<file path="src/rtl/multicycle_control.sv">
// multicycle_control
// Control FSM for the multi-cycle RISC datapath. Sequences fetch, decode,
// execute, memory access and writeback, drives every datapath enable, waits
// on a variable-latency memory through mem_ready with a bounded wait-state
// counter, and traps on illegal opcodes or bus timeouts.
//
// Ports:
//   clk, reset      clock; asynchronous active-high reset
//   opcode[5:0]     instruction bits [31:26] from the instruction register
//   zero            ALU zero flag (PC write gating is done in the datapath)
//   mem_ready       memory completes the current access this cycle
//   IR_Write, PC_Write, PC_Write_Cond, pc_source[1:0], IorD, mem_read,
//   mem_write, reg_write, reg_dst, mem_to_reg, alu_src_a, alu_src_b[1:0],
//   alu_op[1:0]     datapath controls, all 0 while reset is high
//   state[3:0]      current state encoding (debug)
//   illegal_op      sticky, set when decode traps on an unknown opcode
//   bus_error       sticky, set when a memory wait times out
module multicycle_control #(
    parameter int WAIT_LIMIT = 15,
    parameter int CNT_W      = 4
) (
    input  logic       clk,
    input  logic       reset,
    input  logic [5:0] opcode,
    input  logic       zero,
    input  logic       mem_ready,
    output logic       IR_Write,
    output logic       PC_Write,
    output logic       PC_Write_Cond,
    output logic [1:0] pc_source,
    output logic       IorD,
    output logic       mem_read,
    output logic       mem_write,
    output logic       reg_write,
    output logic       reg_dst,
    output logic       mem_to_reg,
    output logic       alu_src_a,
    output logic [1:0] alu_src_b,
    output logic [1:0] alu_op,
    output logic [3:0] state,
    output logic       illegal_op,
    output logic       bus_error
);

    typedef enum logic [3:0] {
        FETCH    = 4'd0,
        DECODE   = 4'd1,
        MEM_ADDR = 4'd2,
        MEM_RD   = 4'd3,
        MEM_WB   = 4'd4,
        MEM_WR   = 4'd5,
        R_EXEC   = 4'd6,
        R_WB     = 4'd7,
        BRANCH   = 4'd8,
        JUMP     = 4'd9,
        I_EXEC   = 4'd10,
        I_WB     = 4'd11,
        TRAP     = 4'd15
    } state_t;

    localparam logic [5:0] OP_RTYPE = 6'b000000;
    localparam logic [5:0] OP_LW    = 6'b100011;
    localparam logic [5:0] OP_SW    = 6'b101011;
    localparam logic [5:0] OP_BEQ   = 6'b000100;
    localparam logic [5:0] OP_J     = 6'b000010;
    localparam logic [5:0] OP_ADDI  = 6'b001000;

    localparam logic [CNT_W-1:0] LIMIT_C   = CNT_W'(WAIT_LIMIT);
    localparam logic [CNT_W-1:0] CNT_MAX_C = {CNT_W{1'b1}};

    state_t           state_r;
    state_t           state_next_s;
    logic [CNT_W-1:0] wait_cnt_r;
    logic             illegal_op_r;
    logic             bus_error_r;
    logic             set_illegal_s;
    logic             set_bus_err_s;
    logic             wait_state_s;
    logic             timeout_s;

    logic       ir_write_s, pc_write_s, pc_write_cond_s, iord_s;
    logic       mem_read_s, mem_write_s, reg_write_s, reg_dst_s;
    logic       mem_to_reg_s, alu_src_a_s;
    logic [1:0] pc_source_s, alu_src_b_s, alu_op_s;

    // The zero flag only matters to the datapath's conditional PC write.
    logic unused_zero_s;
    assign unused_zero_s = zero;

    assign wait_state_s = (state_r == FETCH) || (state_r == MEM_RD) || (state_r == MEM_WR);
    // mem_ready on the limit cycle wins over the timeout.
    assign timeout_s    = (WAIT_LIMIT != 32'sd0) && !mem_ready && (wait_cnt_r == LIMIT_C);

    // State register, wait counter and sticky trap flags.
    always_ff @(posedge clk or posedge reset) begin
        if (reset) begin
            state_r      <= FETCH;
            wait_cnt_r   <= {CNT_W{1'b0}};
            illegal_op_r <= 1'b0;
            bus_error_r  <= 1'b0;
        end else begin
            state_r <= state_next_s;
            if ((state_next_s != state_r) || mem_ready) begin
                wait_cnt_r <= {CNT_W{1'b0}};
            end else if (wait_state_s && (wait_cnt_r != CNT_MAX_C)) begin
                wait_cnt_r <= wait_cnt_r + {{(CNT_W-1){1'b0}}, 1'b1};
            end else begin
                wait_cnt_r <= wait_cnt_r;
            end
            illegal_op_r <= illegal_op_r | set_illegal_s;
            bus_error_r  <= bus_error_r | set_bus_err_s;
        end
    end

    // Next-state selection and trap-flag set requests.
    always_comb begin
        state_next_s  = state_r;
        set_illegal_s = 1'b0;
        set_bus_err_s = 1'b0;
        case (state_r)
            FETCH, MEM_RD, MEM_WR: begin
                if (mem_ready) begin
                    if (state_r == FETCH) begin
                        state_next_s = DECODE;
                    end else if (state_r == MEM_RD) begin
                        state_next_s = MEM_WB;
                    end else begin
                        state_next_s = FETCH;
                    end
                end else if (timeout_s) begin
                    state_next_s  = TRAP;
                    set_bus_err_s = 1'b1;
                end else begin
                    state_next_s = state_r;
                end
            end
            DECODE: begin
                case (opcode)
                    OP_RTYPE:      state_next_s = R_EXEC;
                    OP_LW, OP_SW:  state_next_s = MEM_ADDR;
                    OP_BEQ:        state_next_s = BRANCH;
                    OP_J:          state_next_s = JUMP;
                    OP_ADDI:       state_next_s = I_EXEC;
                    default: begin
                        state_next_s  = TRAP;
                        set_illegal_s = 1'b1;
                    end
                endcase
            end
            MEM_ADDR: begin
                if (opcode == OP_LW) begin
                    state_next_s = MEM_RD;
                end else begin
                    state_next_s = MEM_WR;
                end
            end
            R_EXEC:                        state_next_s = R_WB;
            I_EXEC:                        state_next_s = I_WB;
            MEM_WB, R_WB, I_WB, BRANCH, JUMP: state_next_s = FETCH;
            TRAP:                          state_next_s = TRAP;
            // Unused encodings fall into the trap rather than wander.
            default:                       state_next_s = TRAP;
        endcase
    end

    // Per-state datapath controls; FETCH is Mealy on mem_ready.
    always_comb begin
        ir_write_s      = 1'b0;
        pc_write_s      = 1'b0;
        pc_write_cond_s = 1'b0;
        pc_source_s     = 2'b00;
        iord_s          = 1'b0;
        mem_read_s      = 1'b0;
        mem_write_s     = 1'b0;
        reg_write_s     = 1'b0;
        reg_dst_s       = 1'b0;
        mem_to_reg_s    = 1'b0;
        alu_src_a_s     = 1'b0;
        alu_src_b_s     = 2'b00;
        alu_op_s        = 2'b00;
        case (state_r)
            FETCH: begin
                mem_read_s  = 1'b1;
                alu_src_b_s = 2'b01;
                if (mem_ready) begin
                    ir_write_s = 1'b1;
                    pc_write_s = 1'b1;
                end else begin
                    ir_write_s = 1'b0;
                    pc_write_s = 1'b0;
                end
            end
            DECODE:   alu_src_b_s = 2'b11;
            MEM_ADDR, I_EXEC: begin
                alu_src_a_s = 1'b1;
                alu_src_b_s = 2'b10;
            end
            MEM_RD: begin
                mem_read_s = 1'b1;
                iord_s     = 1'b1;
            end
            MEM_WB: begin
                reg_write_s  = 1'b1;
                mem_to_reg_s = 1'b1;
            end
            MEM_WR: begin
                mem_write_s = 1'b1;
                iord_s      = 1'b1;
            end
            R_EXEC: begin
                alu_src_a_s = 1'b1;
                alu_op_s    = 2'b10;
            end
            R_WB: begin
                reg_write_s = 1'b1;
                reg_dst_s   = 1'b1;
            end
            BRANCH: begin
                alu_src_a_s     = 1'b1;
                alu_op_s        = 2'b01;
                pc_write_cond_s = 1'b1;
                pc_source_s     = 2'b01;
            end
            JUMP: begin
                pc_write_s  = 1'b1;
                pc_source_s = 2'b10;
            end
            I_WB:     reg_write_s = 1'b1;
            default:  ir_write_s  = 1'b0;
        endcase
    end

    assign {IR_Write, PC_Write, PC_Write_Cond, pc_source, IorD, mem_read, mem_write,
            reg_write, reg_dst, mem_to_reg, alu_src_a, alu_src_b, alu_op} =
        reset ? 16'h0000
              : {ir_write_s, pc_write_s, pc_write_cond_s, pc_source_s, iord_s,
                 mem_read_s, mem_write_s, reg_write_s, reg_dst_s, mem_to_reg_s,
                 alu_src_a_s, alu_src_b_s, alu_op_s};

    assign state      = state_r;
    assign illegal_op = illegal_op_r;
    assign bus_error  = bus_error_r;

endmodule
</file>
<file path="config.mk">
export PLATFORM = sky130hd
export DESIGN_NAME = multicycle_control
export DESIGN_NICKNAME = d
export VERILOG_FILES = /design/src/rtl/multicycle_control.sv
export SDC_FILE = /design/constraint.sdc
export NUM_CORES = 1
export LEC_CHECK = 0
export ABC_AREA = 0
export CAP_MARGIN = 30
export CORE_ASPECT_RATIO = 1.25
export CORE_MARGIN = 3
export CORE_UTILIZATION = 49
export DETAILED_ROUTE_END_ITERATION = 8
export GPL_TIMING_DRIVEN = 1
export PLACE_DENSITY_LB_ADDON = 0.25
export SYNTH_ARGS = -nofsm -noshare
export SYNTH_HDL_FRONTEND = slang
export SYNTH_SLANG_ARGS = --single-unit
</file>
<file path="constraint.sdc">
create_clock -name clk -period 4.9 [get_ports clk]
set_input_delay 0.98 -clock clk [delete_from_list [all_inputs] [get_ports clk]]
set_output_delay 0.98 -clock clk [all_outputs]
set_load 0.05 [all_outputs]
</file>
After elaboration in Yosys (flattened, before gate mapping) --
Index checks and enable logic that the tools add are counted. Widths: inputs -> output; s select.
Word-level totals: flip-flop bits (word level) 10, output and inout port bits 22
Operators by class: $add $sub $neg 1, equality and inequality tests 19, muxes and demuxes 29, bitwise gates (word level) 2, reductions and logical operators 18
Operators by type and width (count):
- $pmux 4 s6 | 1
- $eq 4x4->1 const B | 5
- $pmux 4 s5 | 1
- $eq 4x3->1 const B | 4
- $mux 16 | 1
- $mux 4 | 4
- $mux 1 | 15
- $eq 6x6->1 const B | 2
- $mux 3 | 3
- $eq 4x2->1 const B | 2
- $pmux 2 s2 | 2
- $reduce_or 2->1 | 4
- $eq 6x2->1 const B | 1
- $eq 6x3->1 const B | 1
- $eq 6x4->1 const B | 1
- $logic_not 6->1 | 1
- $pmux 2 s3 | 1
- $reduce_or 3->1 | 2
- $reduce_or 6->1 | 1
- $reduce_or 5->1 | 1
- $add 4x1->4 const B | 1
- $eq 4x1->1 const B | 1
- $logic_not 4->1 | 1
- $ne 4x4->1 | 1
- other kinds (8) | 12

Logic depth before layout (Yosys ltp) --
word-level depth 8, gate-level depth with buffers 7, gate-level depth less buffers 6

Worst setup path after synthesis --
No wires, ideal clock.
path kind flip-flop to output port, start register state_r[2] (netlist: state[2]), end output IorD, arrival time 2894 ps, path slack 1026 ps, stages on the path, launching flop included 5, path buffers 2, path through dfrtp_1 buf_4 clkbuf_1 xnor2_1 nor4b_1
Between the ends: word-level cells in the longest chain between the ends 4, elaborated cells on any way between the ends 5, those cells by class eq/ne: 2; mux: 2; reduce/logical: 1
Ends and longest elaborated chain:
- from (decl) | RTL line 71 | state_t state_r;
- from (signal assigned) | RTL line 102 | state_r <= state_next_s;
- $eq 4x2->1 / $eq 4x3->1 (equally long branches) | RTL line 181 | case (state_r)
- $reduce_or 2->1 (no line) *
- $mux 1 * | RTL line 181
- $mux 16 * | RTL line 235 | reset ? 16'h0000
- to (decl) | RTL line 31 | output logic IorD,
Every way passes the cells marked *; elsewhere a longest branch is shown, timed or not.

Worst setup path after layout --
start input reset, end output mem_read
Between the ends: word-level cells in the longest chain between the ends 1
Ends and longest elaborated chain:
- from (decl) | RTL line 23 | input logic reset,
- $mux 16 | RTL line 235
- to (decl) | RTL line 32 | output logic mem_read,
Every way passes these cells.

==> results.sh <==
export IMPL_clkTransAtPathRegs_ns=0.06
export IMPL_power_frac_comb_pct=70.2
export IMPL_num_nets_final=164
export IMPL_required_ns=3.92
export IMPL_drv_cap=0
export IMPL_tns_ns=0
export IMPL_reg2reg_to="wait_cnt_r[0]$_DFFE_PP0P_"
export IMPL_crit_family="buffers and inverters"
export IMPL_met2WireLength_um=1289
export IMPL_pwr_share_seq_pct=23.1
export IMPL_io_buffers=30
export IMPL_htree_num_levels=1
export IMPL_cts_tree="yes"
export IMPL_dr_max_layer_used="met4"
export IMPL_n_fill_cell=165
export IMPL_grt_max_degree=22
export IMPL_cts_sinks=10
export IMPL_p_sw_share_pct=58.08
export IMPL_grt_first_pass_wirelength_um=4526
export IMPL_grt_pass1_vias=957
export IMPL_fmax_mhz=250.5
export IMPL_worst_r2r_setup_slack_ns=2.57
export IMPL_p_clk_share_pct=6.8
export IMPL_rsz0062_at_grt="false"
export IMPL_status="finished clean"
export IMPL_regArea_um2=250.2
export IMPL_holdPathEnd="illegal_op$_DFF_PP0_"
export IMPL_multi_input_area_um2=689.4
export IMPL_yosysTopAreaCellShare_pct=24.69
export IMPL_arrival_ns=3.01
export IMPL_row_count=17
export IMPL_critPathMaxFanout=11
export IMPL_critical_path_slowest_cell="clkdlybuf4s50_1"
export IMPL_vias_per_cell=6.224
export IMPL_wirelength_um=2622
export IMPL_place_hpwl_um=1974
export IMPL_fin_worst_skew_ns=0.001037
export IMPL_path_common_cell="clkdlybuf4s50_1"
export IMPL_worst_setup_path_start_kind="primary input"
export IMPL_hold_path_depth=1
export IMPL_antenna_found_initial=0
export IMPL_whs_ns=0.4639
export IMPL_slew_headroom_pct=54.86
export IMPL_crit_chain="clkdlybuf4s50_1 -> inv_1 -> and4_1 -> clkdlybuf4s50_1"
export IMPL_endpoint_kind="primary output"
export IMPL_drt_pass1_iter_count=4
export IMPL_clockBufferDepth=2
export IMPL_initial_core_util_pct=54.77
export IMPL_yosysWarnings=0
export IMPL_yosys_register_bits=10
export IMPL_intPower_mw=0.3378
export IMPL_dieArea_um2=2653
export IMPL_drt_iter0_markers=34
export IMPL_detail_route_antenna_nets=0
export IMPL_crit_path_max_incr_delay_ns=0.79
export IMPL_drc=0
export IMPL_drv_slew=0
export IMPL_final_cell_mix="30 x clkdlybuf4s50_1, 11 x nor2_1, 10 x dfrtp_1"
export IMPL_syn_num_nets=139
export IMPL_gp_congestion=0.8501
export IMPL_worst_slew_pin_slew_ns=0.6771
export IMPL_ys_seq_area_share_pct=24.69
export IMPL_synth_cell_types=50
export IMPL_cts_root_buf="clkbuf_4"
export IMPL_post_cts_buffers=0
export IMPL_finalCriticalPeriod_ns=3.992
export IMPL_area_growth_pct=28.40
export IMPL_postLayoutCellArea_um2=1301
export IMPL_power_total_mw=0.8058
export IMPL_yosys_top_cells_area="dfrtp_1 25%, xor2_1 5.2%, nor3_1 4.4%"
export IMPL_p_leak_nw=0.5083
export IMPL_finalCritPeriodShare_pct=81.47
export IMPL_synth_top_area_cell="dfrtp_1"
export IMPL_wl_per_cell_um=15.42
export IMPL_diodes=0
export IMPL_synth_area_um2=1013
export IMPL_vias=1058
export IMPL_cts_buffers=3
export IMPL_synthCells=128
export IMPL_power_density_nw_per_um2=619.3
export IMPL_grt_overflow=0
export IMPL_hold_violations=0
export IMPL_setup_viol=0
export IMPL_io_pins=32
export IMPL_wl_met3_um=140
export IMPL_syn_area_per_cell_um2=7.918
export IMPL_placed_area_um2=1279
export IMPL_max_vdd_ir_drop_v=0.0003295
export IMPL_ff2ff_path_depth=5
export IMPL_p_sw_mw=0.4680
export IMPL_fp_dieW_um=46.68
export IMPL_final_common_cell="clkdlybuf4s50_1"
export IMPL_coreArea_um2=1851
export IMPL_worst_slack_ns=0.9078
export IMPL_drive_above_1_share_pct=7.947
export IMPL_crit_type="primary input to primary output"
export IMPL_die_h_um=56.85
export IMPL_ctsHoldBuffers=0
export IMPL_hold_path_class="flop to flop"
export IMPL_track_usage_pct=22.24
export IMPL_cts_repair_resized=0
export IMPL_min_from="illegal_op$_DFF_PP0_"
export IMPL_r2r_start="state[0]$_DFF_PP0_"
export IMPL_clock_latency_ns=0.26
export IMPL_crit_buf_inv=3
export IMPL_post_place_ws_ns=0.8738
export IMPL_met1Wirelength_um=1157
## logic make-up (layout without fill, tap and decap cells)
family,after synthesis,after routing,synth area share [%]
compound gates,33,33,23.95
flops,10,10,24.69
buf+inv,14,37,7.283
fa+ha+maj,1,1,1.234
simple gates,61,61,34.20
xor+xnor,8,8,7.655
mux,1,1,0.9877
## power by group through the flow
stage,clock [mW],sequential (mW),combinational [mW]
floorplan,0,0.180,0.436
global placement,0,0.184,0.554
detailed placement,0,0.185,0.562
CTS,0.0577,0.184,0.564
global route,0.0612,0.198,0.610
finish,0.0545,0.186,0.565
## state kept, by name, summed over array words and instances (netlist names)
register and flops:
bus_error 1, illegal_op 1, state 4, wait_cnt_r 4
## worst reg2reg max path, cell delays in order, from the launching register on
cell	delay (ns)
dfrtp_1	0.76
or4b_1	0.56
a31oi_1	0.37
a2111oi_2	0.12
o221ai_2	0.30
nor4_1	0.10
## through the flow
| stage | instances | util [%] |
|---|---|---|
| finish | 170 | 70.32 |
| global route | 170 | 70.32 |
| CTS | 170 | 70.32 |
| detailed placement | 167 | 69.10 |
| global placement | 167 | 69.10 |
| floorplan | 128 | - |
## synth_stat cells, drive strengths merged
cell,number
o21ai,11
nand4b,1
o31ai,2
nand2b,4
clkbuf,4
a31oi,5
nor2b,2
o221ai,1
mux2i,1
or2,2
a21oi,3
inv,4
nor2,11
o211ai,1
a211oi,1
o32ai,1
nand3b,1
a41oi,1
nor4b,1
or3,2
a2111o,1
or4b,1
nor4,5
xnor2,1
o2111ai,2
nand2,7
o311a,1
nand3,3
nor3b,1
a22oi,1
and2,3
dfrtp,10
ha,1
or2b,1
a21o,1
xor2,7
a2111oi,1
and4,1
and3,5
nor3,10
buf,6
## layout make-up
class                   count  area share, %
multi-input cells         104          52.98
repair buffers             30          23.08
flip-flops and latches     10          19.23
well taps                  19          1.827
clock buffers               3          1.731
inverters                   4          1.154
## worst max-delay path by stage
stage,from,to,slack [ns],depth (start not counted)
3_5_place_dp,reset,mem_read,0.87,4
4_1_cts,reset,mem_read,0.87,4
5_1_grt,reset,mem_read,0.81,4
6_report,reset,mem_read,0.91,4
3_3_place_gp,reset,mem_read,0.89,4
2_1_floorplan,state[2]$_DFF_PP0_,IorD,1.03,4
## metal layers
layer  vias to the layer above  global-route usage, %
met4                         0                  7.115
met5                         -                      0
met1                       489                  32.02
met2                        35                  33.27
met3                         4                  3.526
li1                        530                      -
No activity file was read; power rests on OpenSTA's default activity.
==> variant 1 (same flow settings) <==
The parameter `CNT_W` goes from 4 to 6.
--- a/src/rtl/multicycle_control.sv
+++ b/src/rtl/multicycle_control.sv
@@ -17,7 +17,7 @@
 //   bus_error       sticky, set when a memory wait times out
 module multicycle_control #(
     parameter int WAIT_LIMIT = 15,
-    parameter int CNT_W      = 4
+    parameter int CNT_W      = 6
 ) (
     input  logic       clk,
     input  logic       reset,
Function: no difference found for any inputs over 10 cycles, from zero or initial values and one cycle with reset high; that may be too few to reach the edited logic, so the function may still have changed.
==> variant 1 against the unedited design <==
Sequential cell count up 2. Setup slack gained 0.080 ns. Via count grew 15%. Sequential power grew 19%. Count of clock-buffer cells in the layout is 1 higher. Design area grew 13%. Total power rose by 8.6%. Routed wire length is 10% higher. Area after synthesis rose by 13%. Combinational power increased by 2%. Critical endpoint is now mem_to_reg. Largest power group unchanged.
==> variant 1: results (changes against the unedited design) <==
Worst setup path
  – FF-to-FF path depth: 6 (+1)
  – Crit path to: mem_to_reg
  – Reg2Reg Launch Point: state[2]
  – RR Endpoint: wait_cnt_r[1]
  – Max FO, Critical Path: 7 (-4)
  – Internal reg-to-reg setup slack: 2.32 ns (-0.25 ns)
  – Crit path DAT: 2.93 ns (-0.08 ns)

Logic synthesis
  – Synth top area cells: dfrtp_1, nor3_1, nor2_1
  – Yosys top cell area share: 26.3% (+1.6 points)
  – Commonest cells post-synth: nor2_1, nor3_1, nand2_1
  – Register area share after synthesis: 26.3% (+1.6 points)
  – FFs w/ async S/R, synth: 100% (unchanged)
  – Post-synth cell types: 45 (-10%)
  – Synth Flop Type: dfrtp_1
  – Mapped Nets: 161 (+16%)
  – Mapped cell area: 1140 um^2 (+13%)

Place
  – Pre-CTS setup slack: 1.00 ns (+0.131 ns)
  – GP Congestion: 0.822 (-3.3%)
  – I/O Buffers: 30 (unchanged)
  – Dpl hpwl: 2210 um (+12%)
  – Area after DPL: 1430 um^2 (+12%)

Global routing
  – GRT Total Usage: 19.7% (-2.6 points)
  – Largest net degree at the start of global routing: 30 (+36%)
  – Vias in the first global route: 1066 (+11%)
  – First-pass GRT wire length: 4680 um (+3.4%)

Clock tree
  – Largest buffer count on any clock path: 2 (unchanged)
  – Post-CTS resize count: 0 (unchanged)
  – H-Tree Depth: 1 (unchanged)
  – Post-CTS setup repair buffer count: 0 (unchanged)
  – Inserted Clock Buffers: 3 (unchanged)
  – Clock Latency Late Sink: 0.27 ns

STA
  – Clk_skew: 0.00112 ns (+0.0000824 ns)
  – Post-route clock period utilization: 79.8% (-1.6 points)
  – Worst rel slew slack: 39.8% (-15 points)

Final layout
  – Number of flip-flops in the largest register: 6
  – Post-layout nets: 185 (+13%)
  – Layout cells sized above 1: 8.67% (+0.72 points)
  – Largest Register: wait_cnt_r

Pwr
  – Worst vdd ir: 0.411 mV (+25%)
  – Switching pwr: 498 uW (+6.3%)
  – Lkg Pwr: 0.562 nW (+11%)

Route
  – 1st-pass router iterations: 4 (unchanged)
  – Starting DRT DRC Count: 39 (+15%)
  – WL/cell: 14.2 um (-7.8%)
  – Via count: 1213 (+15%)

Outcome
  – Status: completed

Job
  – Max Cap Viol: 0 (unchanged)
-- variant 1: cell types whose count changed after synthesis, sizes merged, moves of 3 or more --
cell,change
nor2,+7
a21oi,+6
nand2,+6
nor3,+4
a31oi,-3
and2,-3
nor2b,+3
o21ai,-3
o22ai,+3
-- variant 1: power groups by stage --
stage / sequential, mW / clock (mW) / combinational (mW)
2_1_floorplan: 0.193 / 0 / 0.452
3_3_place_gp: 0.215 / 0 / 0.562
3_5_place_dp: 0.219 / 0 / 0.575
4_1_cts: 0.217 / 0.0789 / 0.577
5_1_grt: 0.229 / 0.0816 / 0.622
6_report: 0.221 / 0.0761 / 0.578
-- variant 1: area by class of cell --
class	instances	area, um^2
Sequential cell	12	300
Inverter	3	11.3
Tap cell	30	37.5
Clock buffer	4	36.3
Timing Repair Buffer	31	308
Fill cell	200	624
Multi-Input combinational cell	123	777
-- variant 1: per-stage QoR --
stage	power [mW]	hold WS, ns	std cells
floorplan	0.645	0.571	150
global placement	0.778	0.439	199
finish	0.875	0.467	203
detailed placement	0.794	0.456	199
CTS	0.873	0.473	203
global route	0.932	0.490	203
-- variant 1: worst min-delay path by stage --
stage,from,end,slack (ns),cells past startpoint
2_1_floorplan,wait_cnt_r[5],wait_cnt_r[5],0.57,2
3_3_place_gp,illegal_op,illegal_op,0.44,1
3_5_place_dp,illegal_op,illegal_op,0.46,1
4_1_cts,illegal_op,illegal_op,0.47,1
5_1_grt,illegal_op,illegal_op,0.49,1
6_report,illegal_op,illegal_op,0.47,1
-- variant 1: worst max-delay path, stage by stage --
cell and delay (ns):
clkdlybuf4s50_1 0.53, inv_1 0.25, nand2_1 0.16, nor3_1 0.16
clkdlybuf4s50_1 0.84
-- variant 1: routing by layer --
| layer | global-route usage (%) | vias to the layer above | wire, um |
|---|---|---|---|
| met2 | 37.9 | 45 | 1490 |
| met1 | 23.0 | 562 | 1220 |
| met3 | 2.24 | 3 | 153 |
| met4 | 4.88 | 0 | 27 |
| li1 | - | 603 | - |
| met5 | 0 | - | 0 |
-- variant 1: cells by family (layout without fill, tap and decap cells) --
kind of cell / after synthesis / after routing / share of synthesized area (%)
buf+inv: 15 / 38 / 5.80
simple gates: 75 / 75 / 35.3
fa+ha+maj: 1 / 1 / 1.09
xor+xnor: 7 / 7 / 5.36
flops: 12 / 12 / 26.3
mux: 1 / 1 / 0.875
compound gates: 39 / 39 / 25.3
==> variant 2 (config.mk and constraints unchanged) <==
Made on the original files. Register the output `bus_error` once more; this adds one clock of latency there. The other outputs are not delayed to match.
--- a/src/rtl/multicycle_control.sv
+++ b/src/rtl/multicycle_control.sv
@@ -239,6 +239,8 @@
 
     assign state      = state_r;
     assign illegal_op = illegal_op_r;
-    assign bus_error  = bus_error_r;
+    always_ff @(posedge clk) begin
+        bus_error <= bus_error_r;
+    end
 
 endmodule
Check against the original RTL: same outputs for any inputs over 10 cycles, from zero or initial values and one cycle with reset high; that may be too few to reach the edited logic, so the function may still have changed.
==> variant 2 against the unedited design <==
Sequential cell count increased by 1. Design area rose by 2.6%. Setup slack worse by 0.045 ns. Area after synthesis increased by 1.1%. Routed wire length rose by 2.3%. Via count up 4.4%. Global-route usage is 0.79 points lower. Hold slack got worse by 0.099 ns.
Power is left out: it rests on default switching activity, and per cell area and clock period it moved more than threefold.
==> variant 2: results (changes against the unedited design) <==
Outcome
  – Status: completed

Worst setup path
  – RR Endpoint: wait_cnt_r[1]
  – Reg2Reg Launch Point: state[1]
  – Crit path to: reg_dst
  – Crit path DAT: 3.06 ns (+0.05 ns)
  – Internal reg-to-reg setup slack: 2.48 ns (-0.09 ns)
  – Max FO, Critical Path: 14 (+3)

Global routing
  – Vias in the first global route: 1028 (+7.4%)
  – GR met2 Demand/Resource: 37.3% (+4.0 points)
  – GRT Total Usage: 21.5% (-0.79 points)
  – GRT met3 Usage: 2.21% (-1.3 points)
  – First-pass GRT wire length: 4420 um (-2.3%)
  – Met1 usage: 26.6% (-5.4 points)
  – Largest net degree at the start of global routing: 23 (+4.5%)

Final layout
  – Layout cells sized above 1: 7.24% (-0.71 points)

Place
  – Pre-CTS setup slack: 0.872 ns (-0.00166 ns)
  – GP Congestion: 0.806 (-5.2%)
  – Area after DPL: 1310 um^2 (+2.2%)
  – Inst Count DP: 167 (unchanged)
  – Dpl hpwl: 1990 um (+0.77%)

Logic synthesis
  – Mapped cell area: 1020 um^2 (+1.1%)
  – Synth Warn #: 0 (unchanged)
  – Commonest cells post-synth: dfrtp_1, nor2_1, nand2_1
  – Synth top area cells: dfrtp_1, nand2b_1, nor2_1
  – Synth Instances: 127 (-0.78%)
  – Synth Flop Type: dfrtp_1
  – Post-synth cell types: 47 (-6.0%)
  – FFs w/ async S/R, synth: 90.9% (-9.1 points)
  – Mapped Nets: 138 (-0.72%)
  – Register area share after synthesis: 26.4% (+1.7 points)

Worst hold path
  – WHS Endpoint: bus_error
  – Hold path cells: 0 (-1)
  – Min-Delay Startpoint: bus_error_r

Route
  – Via count: 1105 (+4.4%)
  – Routed wire length on met2: 1400 um (+8.5%)
  – Via density: 6.46 (+3.8%)
  – 1st-pass router iterations: 4 (unchanged)
  – WL met3: 159 um (+14%)
  – WL/cell: 15.7 um (+1.7%)
  – Met1 WL: 1080 um (-7.1%)
  – Top routing layer in use: met4

STA
  – Worst rel slew slack: 53.5% (-1.3 points)
  – Hold WS: 0.364 ns (-0.0994 ns)
  – Post-layout minimum cycle time: 4.04 ns (+0.0446 ns)
  – Clk_skew: 0.00536 ns (+0.00433 ns)

Clock tree
  – Clock Latency Late Sink: 0.28 ns (+0.02 ns)
  – Worst-path clk slew: about 0.07 ns
  – Largest buffer count on any clock path: 2 (unchanged)
variant 2: cell count changes in the layout (fill, tap and decap cells not counted), sizes merged, moves of 3 or more:
cell    change
nand3       +4
a211oi      +3
nand2b      +3
nor3        -5
a31oi       -4
nor4        -3
a221oi      +3
o21ai       -3
xor2        -6
variant 2: area by class of cell:
type	instances	area, um^2
sequential	11	270
fill	163	537
timing repair buffer	30	300
clock buffer	3	22.5
inverter	4	15.0
clock inverter	1	5.00
multi-input combinational	103	698
tap	19	23.8
variant 2: kinds of logic after synthesis:
family          synth area share (%)
simple gates                    37.5
fa+ha+maj                       1.22
mux                             1.95
compound gates                  24.1
xor+xnor                        3.42
flops                           26.4
buf+inv                         5.49
variant 2: worst max-delay path, cell delays in order:
cell and delay [ns]:
clkdlybuf4s50_1 0.50, inv_1 0.41, nand3_1 0.19, nor2_1 0.14
clkdlybuf4s50_1 0.83
